===== src/rtl/tile_render_pipe.sv =====
// Pipelined palette tile renderer: map fetch, glyph fetch, palette lookup.
// Optional TILE_BLINK_EN: index 15 blinks with a vsync-driven frame counter.
module tile_render_pipe #(
    parameter int TILE_LOG2  = 2,
    parameter int MAP_BASE   = 40000,
    parameter int MAP_COLS   = 160,
    parameter int GLYPH_BITS = 6,
    parameter int MEM_LAT    = 1,
    parameter int GLYPH_LAT  = 1
) (
    input  logic                            clk,
    input  logic                            reset,
    input  logic                            bright,
    input  logic                            hsync_in,
    input  logic                            vsync_in,
    input  logic [15:0]                     hCount,
    input  logic [15:0]                     vCount,
    output logic [15:0]                     memAddress,
    input  logic [15:0]                     memData,
    output logic [GLYPH_BITS+2*TILE_LOG2-1:0] glyphAddress,
    input  logic [3:0]                      glyphData,
    input  logic                            pal_we,
    input  logic [3:0]                      pal_idx,
    input  logic [23:0]                     pal_data,
    output logic [7:0]                      VGA_R,
    output logic [7:0]                      VGA_G,
    output logic [7:0]                      VGA_B,
    output logic                            VGA_HS,
    output logic                            VGA_VS,
    output logic                            VGA_BLANK_N
);

    localparam int PW  = 2 * TILE_LOG2;
    localparam int LAT = 3 + MEM_LAT + GLYPH_LAT;

    logic [15:0]               tile_x;
    logic [15:0]               tile_y;
    logic [15:0]               next_addr;
    logic [PW-1:0]             pixpos;
    logic [MEM_LAT:0][PW-1:0]  pix_d;
    logic [LAT-2:0]            bright_d;
    logic [LAT-2:0]            hs_d;
    logic [LAT-2:0]            vs_d;
    logic [23:0]               pal [16];
    logic [23:0]               pal_sel;
    logic [23:0]               rgb;

    function automatic logic [23:0] pal_rst(input int i);
        case (i)
            1:       pal_rst = 24'h0000FF;
            2:       pal_rst = 24'hFFFF00;
            3:       pal_rst = 24'h00A2E6;
            4:       pal_rst = 24'h9CDBE6;
            5:       pal_rst = 24'h7F7F7F;
            default: pal_rst = 24'h000000;
        endcase
    endfunction

    assign tile_x    = hCount >> TILE_LOG2;
    assign tile_y    = vCount >> TILE_LOG2;
    assign next_addr = 16'(MAP_BASE) + tile_x + tile_y * 16'(MAP_COLS);
    assign pixpos    = {vCount[TILE_LOG2-1:0], hCount[TILE_LOG2-1:0]};

    // Stage A plus the side-band delay lines that keep every output aligned
    always_ff @(posedge clk) begin
        if (reset) begin
            memAddress <= 16'(MAP_BASE);
            pix_d      <= '0;
            bright_d   <= '0;
            hs_d       <= '1;
            vs_d       <= '1;
        end else begin
            memAddress <= next_addr;
            pix_d      <= {pix_d[MEM_LAT-1:0], pixpos};
            bright_d   <= {bright_d[LAT-3:0], bright};
            hs_d       <= {hs_d[LAT-3:0], hsync_in};
            vs_d       <= {vs_d[LAT-3:0], vsync_in};
        end
    end

    always_ff @(posedge clk) begin
        if (reset) begin
            glyphAddress <= '0;
        end else begin
            glyphAddress <= {memData[GLYPH_BITS-1:0], pix_d[MEM_LAT]};
        end
    end

    always_ff @(posedge clk) begin
        if (reset) begin
            for (int i = 0; i < 16; i++) pal[i] <= pal_rst(i);
        end else if (pal_we) begin
            pal[pal_idx] <= pal_data;
        end
    end

`ifdef TILE_BLINK_EN
    logic [5:0] frame_cnt;
    logic       vs_prev;

    always_ff @(posedge clk) begin
        if (reset) begin
            frame_cnt <= '0;
            vs_prev   <= 1'b1;
        end else begin
            vs_prev <= vsync_in;
            if (vs_prev && !vsync_in) frame_cnt <= frame_cnt + 6'd1;
        end
    end

    always_comb begin
        pal_sel = pal[glyphData];
        if (glyphData == 4'hF && !frame_cnt[5]) pal_sel = pal[0];
    end
`else
    always_comb begin
        pal_sel = pal[glyphData];
    end
`endif

    // Stage C: a write on the same edge is not yet visible here
    always_ff @(posedge clk) begin
        if (reset) begin
            rgb         <= '0;
            VGA_HS      <= 1'b1;
            VGA_VS      <= 1'b1;
            VGA_BLANK_N <= 1'b0;
        end else begin
            rgb         <= bright_d[LAT-2] ? pal_sel : 24'h0;
            VGA_HS      <= hs_d[LAT-2];
            VGA_VS      <= vs_d[LAT-2];
            VGA_BLANK_N <= bright_d[LAT-2];
        end
    end

    assign VGA_R = rgb[23:16];
    assign VGA_G = rgb[15:8];
    assign VGA_B = rgb[7:0];

endmodule


===== config.mk =====
export PLATFORM = sky130hd
export DESIGN_NAME = tile_render_pipe
export DESIGN_NICKNAME = d
export VERILOG_FILES = /design/src/rtl/tile_render_pipe.sv
export SDC_FILE = /design/constraint.sdc
export NUM_CORES = 1
export LEC_CHECK = 0
export ABC_CLOCK_PERIOD_IN_PS = 3420
export BUFFER_PORTS_ARGS = -buffer_cell sky130_fd_sc_hd__clkbuf_2
export CORE_MARGIN = 2
export CORE_UTILIZATION = 60
export CTS_CLUSTER_SIZE = 16
export DETAILED_ROUTE_END_ITERATION = 10
export PLACE_DENSITY_LB_ADDON = 0.25
export RECOVER_POWER = 100
export SLEW_MARGIN = 25
export SYNTH_ARGS = -nofsm -noshare
export SYNTH_HDL_FRONTEND = slang
export SYNTH_SLANG_ARGS = --single-unit
export TNS_END_PERCENT = 10

===== constraint.sdc =====
create_clock -name clk -period 3.42 [get_ports clk]
set_input_delay 0.171 -clock clk [delete_from_list [all_inputs] [get_ports clk]]
set_output_delay 0.171 -clock clk [all_outputs]
set_load 0.02 [all_outputs]

Word level (Yosys, flattened, before mapping)

Memories as Yosys holds them, arrays and structs flattened. A register that Yosys moved wholly into a read port is not among the register bits.
Index checks and enable logic that the tools add are counted.

Bitwise operators: 1
Reductions and logical operators: 2
$add $sub $neg: 2
Multiplexer cells: 14
$mul: 1

Operator list:

| operator                                                              | count |
|---|---|
| 24-bit 2-to-1 mux                                                     | 7 |
| 24-bit OR reduction                                                   | 1 |
| 16-bit by 14-bit adder with 16-bit output (first input constant)      | 1 |
| 16-bit adder                                                          | 1 |
| 14-bit by 3-bit multiplier with 11-bit output (second input constant) | 1 |
| 1-bit 2-to-1 mux                                                      | 6 |
| 4-bit 2-to-1 mux                                                      | 1 |
| 2-bit OR reduction                                                    | 1 |
| 1-bit NOT                                                             | 1 |

Bits in writable memories: 384
Input bits: 86
Bits in registers: 49
Memories kept: 1
Logic and storage cells: 31
Output and inout port bits: 53

Memory list:

| name | depth | width | rd ports | clocked after Yosys merged registers in | write ports | RTL line | text |
|---|---|---|---|---|---|---|---|
| pal  | 16    | 24    | 1        | 1                                       | 16          | 44       | `logic [23:0] pal [16];` |

Depth between registers and ports, before layout

Gate-level depths: netlist of run 1.

Depth after elaboration: 5
Mapped depth: 14
Gate-level depth less buffers: 14

Least setup slack after synthesis of run 1

Ideal clock, no wire load.

Path kind: input to register
From: in vCount[3]
To: reg memAddress[15]
Setup slack: 366 ps
Path buffers: 0
Setup time: 122 ps
Data arrival time: 2932 ps
Required time: 3298 ps
Cell stages on the path: 14
Path through: ha_1 -> ha_1 -> fa_1 -> a21o_1 -> a21oi_1 -> xnor2_1 -> ha_1 -> inv_1 -> ha_1 -> nor4_1 -> o211ai_1 -> a31oi_1 -> nor2b_1 -> mux2i_1

Longest elaborated chain between the ends: 2

RTL lines:

| item                                          | RTL line | text |
|---|---|---|
| from (decl)                                   | 17       | `input logic [15:0] vCount,` |
| 14-bit by 3-bit multiplier with 11-bit output | 61       | `assign next_addr = 16'(MAP_BASE) + tile_x + tile_y * 16'(MAP_COLS);` |
| 16-bit adder                                  | 61       |  |
| to (signal assigned)                          | 67       | `memAddress <= 16'(MAP_BASE);` |
| to (signal assigned)                          | 73       | `memAddress <= next_addr;` |
| to (decl)                                     | 18       | `output logic [15:0] memAddress,` |

Every way passes these cells.
A chain may end at the register's enable or synchronous reset.

==> flow_metrics.tcl, run 1 <==
set metrics [dict create \
    antenna_found_initial 2 \
    endpoint_kind "flip-flop" \
    grt_max_degree 71 \
    postSynthCellCount 1308 \
    via_per_inst 5.95 \
    avgSynthCellArea_sq_um 15.4 \
    die_h_microns 187 \
    status "finished, violations left" \
    fin_crit_sh 0.875 \
    rr_startpoint "pal[5][16]" \
    dp_slack_ps -21.5 \
    cts_setup_buffers 0 \
    cts.sinks 457 \
    cts_hold_buf 20 \
    cap_violations 23 \
    ioPinCount 139 \
    yosysUniqueCellTypes 36 \
    dr.first_iter.drc_count 1099 \
    synth_common_cells "edfxtp_1, and2_1, mux4_2, clkbuf_1, dfxtp_1" \
    synth-async-reset-ratio 0 \
    gp_congestion 0.782 \
    power.density_nw_per_um2 561 \
    dieArea_sq_um 35000 \
    synth_most_common_cell "edfxtp_1" \
    fp-row-count 67 \
    area_delta_synth_final_pct 12.5 \
    synth-warning-count 0 \
    r2r_end "rgb[16]" \
    clk_path_buf_depth 3 \
    reg2reg_slack_ps 1680 \
    final_util 0.680 \
    ir_drop_v 0.000375 \
    hold_start "pal_data[19]" \
    fmax_mhz 334 \
    drc 0 \
    rsz0062_at_grt "false" \
    core-area_sq_um 33300 \
    holdCritPathClass "in -> reg" \
    setup_ws_ps 428 \
    ys_seq_area_frac 0.646 \
    worst_pin_slew_ps 2080 \
    routed-via-count 11400 \
    place_hpwl_microns 25600 \
    synthTopCellsByArea "edfxtp_1, mux4_2, and2_1, dfxtp_1, ha_1" \
    grt_overflow 0 \
    clk_latency_ps 550 \
    synth_edf_count 384 \
    worstPathMaxFanout 24 \
    tns_ps 0 \
    clk_pin_slew_ps 60 \
    relSlewSlack -0.386 \
    startpoint_type "input port" \
    initial_core_util 0.605 \
    cts_resized 0 \
    htreeDepth 2 \
    synth_seq_cells 457 \
    synth_area_sq_um 20100 \
    violations "capacitance limit, slew limit" \
    arrival_ps 3150 \
    whs_ps 73.0 \
    wirelength_microns 46400 \
    drive_gt1_frac 0.188 \
    numPortBuffers 125 \
    finalPower_w 0.0127 \
    whs_path_depth 2 \
    worst_hold_path.endpoint "pal[2][19]" \
    cp.required_ps 3580 \
    yosysTopAreaCell "edfxtp_1" \
    fp.dieW_microns 187 \
    hold_viol_final 0 \
    power.leakage_nw 7.79 \
    dr.pass1.iters 5 \
    grt_pass1_vias 11700 \
    grt_pass1_wl_microns 70100 \
    nets 1544 \
    maxSlewViolCount 506 \
    syn_nets 1429 \
    fin_crit_ps 2990 \
    synthFlopType "edfxtp_1" \
    cts_buffers 46 \
    avgRoutedWirePerCell_microns 24.3 \
    cts-root-buf "clkbuf_16" \
    grt_usage 0.272 \
    setup_viol 0 \
    antenna_left 0 \
    skew_ps 11.1 \
    rr_worst_depth 3 \
    synth_top_cell_area_share 0.573 \
    path_class "in -> reg" \
    cts_tree "built" \
]
[registers in the layout, indices dropped and copies added, names as in the netlist]
register and flops:
VGA_HS 1, pix_d 8, hs_d 4, vs_d 4, VGA_BLANK_N 1, glyphAddress 10
bright_d 4, rgb 24, pal 384, memAddress 16, VGA_VS 1
[cell usage in the layout, fill, tap and decap left out, types with 7 or more instances in the layout]
cell type,instances
ha_1,33
mux4_2,120
nand2b_1,36
or3_1,35
and2_0,163
edfxtp_1,384
dfxtp_1,73
clkbuf_1,103
nor4_1,7
and2_1,137
or2_2,14
or2_1,12
inv_1,22
nor2b_1,33
xnor2_1,8
dlygate4sd3_1,20
nand2_1,12
clkbuf_2,71
clkbuf_16,49
nor2_1,27
nor3_1,39
o21ai_0,8
[layout make-up]
cell class                 count  area, sq um
multi-input combinational    721         6590
timing repair buffer         175          910
sequential                   457        13000
tap                          448          561
antenna                        2         5.00
inverter                      22         82.6
clock buffer                  80         1380
clock inverter                 6          106
fill                        2301        10700
[where the power goes]
group	switching, W	internal (W)	total, W
clock network	0.00203	0.00296	0.00499
logic	0.000722	0.000541	0.00126
registers	0.0000857	0.00636	0.00645
[worst max-delay path by stage]
| stage | from | to | slack (ps) | cells after the start |
|---|---|---|---|---|
| floorplan | vCount[3] | memAddress[15] | 370 | 14 |
| global placement | vCount[3] | memAddress[15] | 110 | 15 |
| detailed placement | vCount[3] | memAddress[15] | -20 | 15 |
| CTS | vCount[3] | memAddress[15] | 550 | 15 |
| global route | glyphData[0] | rgb[1] | 270 | 5 |
| finish | pal_idx[2] | pal[4][4] | 430 | 5 |
[critical path, cell delays in order]
cell,delay [ps]
clkbuf_1,500
nand2b_1,580
nor2_1,240
clkbuf_1,580
or2_1,1070
[per-layer routing]
metal | vias to the layer above | share of wire | global-route usage
li1 | 5032 | - | -
met1 | 5739 | 0.40 | 0.367
met2 | 549 | 0.49 | 0.445
met3 | 59 | 0.094 | 0.0666
met4 | 0 | 0.020 | 0.0775
met5 | - | 0 | 0
[logic make-up after synthesis]
logic type | Yosys count | synth area share
muxes | 122 | 0.135
DFF | 457 | 0.646
AOI/OAI and AO/OA | 30 | 0.00927
and+or+nand+nor | 523 | 0.155
buffers and inverters | 130 | 0.0270
xor gates and xnor gates | 11 | 0.00479
adders and majority gates | 35 | 0.0225
[metrics by stage]
stage	area [sq um]	cells
finish	22600	1911
global route	22600	1909
CTS	22800	1909
detailed placement	21100	1803
global placement	21100	1803
floorplan	20100	1308
(Power assumes the default switching activity.)
==> run 2, diff against run 1 <==
--- a/config.mk
+++ b/config.mk
@@ -5,10 +5,12 @@
 export SDC_FILE = /design/constraint.sdc
 export NUM_CORES = 1
 export LEC_CHECK = 0
-export ABC_CLOCK_PERIOD_IN_PS = 3420
+export ABC_CLOCK_PERIOD_IN_PS = 3700
 export BUFFER_PORTS_ARGS = -buffer_cell sky130_fd_sc_hd__clkbuf_2
+export CELL_PAD_IN_SITES_DETAIL_PLACEMENT = 2
+export CELL_PAD_IN_SITES_GLOBAL_PLACEMENT = 2
 export CORE_MARGIN = 2
-export CORE_UTILIZATION = 60
+export CORE_UTILIZATION = 48
 export CTS_CLUSTER_SIZE = 16
 export DETAILED_ROUTE_END_ITERATION = 10
 export PLACE_DENSITY_LB_ADDON = 0.25
==> constraint.sdc (replaced) <==
create_clock -name clk -period 3.7 [get_ports clk]
set_input_delay 0.185 -clock clk [delete_from_list [all_inputs] [get_ports clk]]
set_output_delay 0.185 -clock clk [all_outputs]
set_load 0.02 [all_outputs]
==> run 2 against run 1 <==
Net effect:
- the run still ends with capacitance limit, slew limit left
- combinational power is essentially flat
- sequential share of layout area shrank 0.56 points
- die area grew 24%
- via count grew 5.6%
- clock power shrank 3%
- sequential power shrank 7.0%
- final cell count grew 5.2%
- critical endpoint is now pal[11][9]
- largest cell class unchanged
==> flow_metrics.tcl, run 2 (synthesis gave the netlist of run 1 again) <==
set metrics [dict create \
    cts_tree "built" \
    fin_crit_sh 0.894 \
    grt_pass1_vias 13400 \
    worstPathMaxFanout 16 \
    seq_area_sq_um 13000 \
    path_class "in -> reg" \
    fin_crit_ps 3310 \
    clk_pin_slew_ps 60 \
    violations "capacitance limit, slew limit" \
    critPathSlowestCell "or2_0" \
    routed-via-count 12000 \
    rr_startpoint "pal[14][5]" \
    nets 1553 \
    avgRoutedWirePerCell_microns 30.9 \
    core-area_sq_um 41700 \
    grt_usage 0.293 \
    cts.sinks 457 \
    power.density_nw_per_um2 529 \
    status "finished, violations left" \
    mostFrequentLayoutCell "edfxtp_1" \
    finalPower_w 0.0121 \
    critPathLaunch "pal_idx[2]" \
    crit_path_cell_trace "clkbuf_1, nand2b_1, nor2_1, or2_0, clkbuf_1" \
    gp_congestion 0.764 \
    initial_core_util 0.483 \
    multi_input_area_sq_um 6590 \
    final_cell_mix "edfxtp_1, and2_0, mux4_2, clkbuf_1, dfxtp_1" \
    arrival_ps 3510 \
    cp.required_ps 3900 \
    ir_drop_v 0.000340 \
    cts_setup_buffers 0 \
    drive_gt1_frac 0.194 \
    clk_path_buf_depth 3 \
    via_per_inst 5.98 \
    largest_reg_flops 384 \
    fp.dieW_microns 209 \
    worst_pin_slew_ps 2810 \
    setup_viol 0 \
    maxSlewViolCount 525 \
    grt_overflow 0 \
    dr.first_iter.drc_count 991 \
    die_h_microns 209 \
    wirelength_microns 62100 \
    fmax_mhz 302 \
    power.leakage_nw 7.76 \
    ioPinCount 139 \
    numPortBuffers 125 \
    relSlewSlack -0.872 \
    tns_ps 0 \
    antenna_left 0 \
    top_regs "pal (384), rgb (24), memAddress (16)" \
    drc 0 \
    skew_ps 17.8 \
    hold_viol_final 0 \
    fp-row-count 75 \
    dieArea_sq_um 43600 \
    htreeDepth 2 \
    rsz0062_at_grt "false" \
    cap_violations 23 \
    dr.pass1.iters 5 \
    grt_max_degree 71 \
    crit_path_max_incr_delay_ps 1120 \
    place_hpwl_microns 36200 \
    critPathMostFrequentCell "clkbuf_1" \
    nFillCells 3814 \
    largest_register "pal" \
    grt_pass1_wl_microns 91700 \
    holdCritPathClass "in -> reg" \
    hold_start "vCount[12]" \
    antenna_found_initial 4 \
    cts-root-buf "clkbuf_16" \
    endpoint_kind "flip-flop" \
    clk_latency_ps 590 \
    insertedDiodeCount 0 \
    startpoint_type "input port" \
    cts_buffers 50 \
    area_delta_synth_final_pct 13.6 \
]
==> run 2: changes by cell type in the layout (fill, tap and decap cells not counted), sizes merged <==
cell | before | now
clkbuf | 228 | 232
clkinv | 2 | 10
bufinv | 3 | 0
diode | 2 | 0
inv | 23 | 25
==> run 2: final timing paths <==
path,end,depth (start not counted),slack [ps]
hold / removal,memAddress[15],4,80
setup reg to reg,rgb[5],3,1870
setup / recovery,pal[11][9],5,390
hold reg to reg,vs_d[2],1,410
==> run 2: cell type report <==
cell class                 instances  share of cell area
sequential                       457               0.569
multi-input combinational        721               0.288
clock buffer                      79              0.0656
timing repair buffer             180              0.0412
tap                              539              0.0295
inverter                          22             0.00361
clock inverter                    13             0.00301
==> run 2: repair_timing <==
item / CTS / global route
endpoints found under the setup margin: 0 / 0
hold endpoints to repair: 19 / 0
hold buffers: 20 / 0
gates resized for setup: 0 / 0
==> run 2: where the power goes <==
| group | switching, W | internal [W] | total, W |
|---|---|---|---|
| sequential | 0.000109 | 0.00589 | 0.00600 |
| clock | 0.00207 | 0.00277 | 0.00484 |
| combinational | 0.000750 | 0.000503 | 0.00125 |
| total | 0.00293 | 0.00916 | 0.0121 |
==> run 2: critical path: cells and delay by family <==
family	cells	cell delay (ps)
buf+inv	2	1280
simple gates	3	2020
==> run 2: routing by layer <==
metal  GRT usage  wire length, microns  up-vias
li1            -                     -     5040
met1       0.370                 24100     6402
met2       0.510                 32100      468
met3      0.0606                  4250      106
met4      0.0892                  1680        0
met5           0                     0        -
==> run 2: metrics by stage <==
step	utilization	instance area (sq um)	hold slack, ps	std cells	setup WS [ps]
3_5_place_dp	0.512	21300	383	1899	202
6_report	0.548	22800	76.4	2011	391
4_1_cts	0.555	23100	59.3	2011	831
5_1_grt	0.548	22800	73.9	2011	323
3_3_place_gp	0.512	21300	367	1899	276
2_1_floorplan	-	20100	289	1308	632
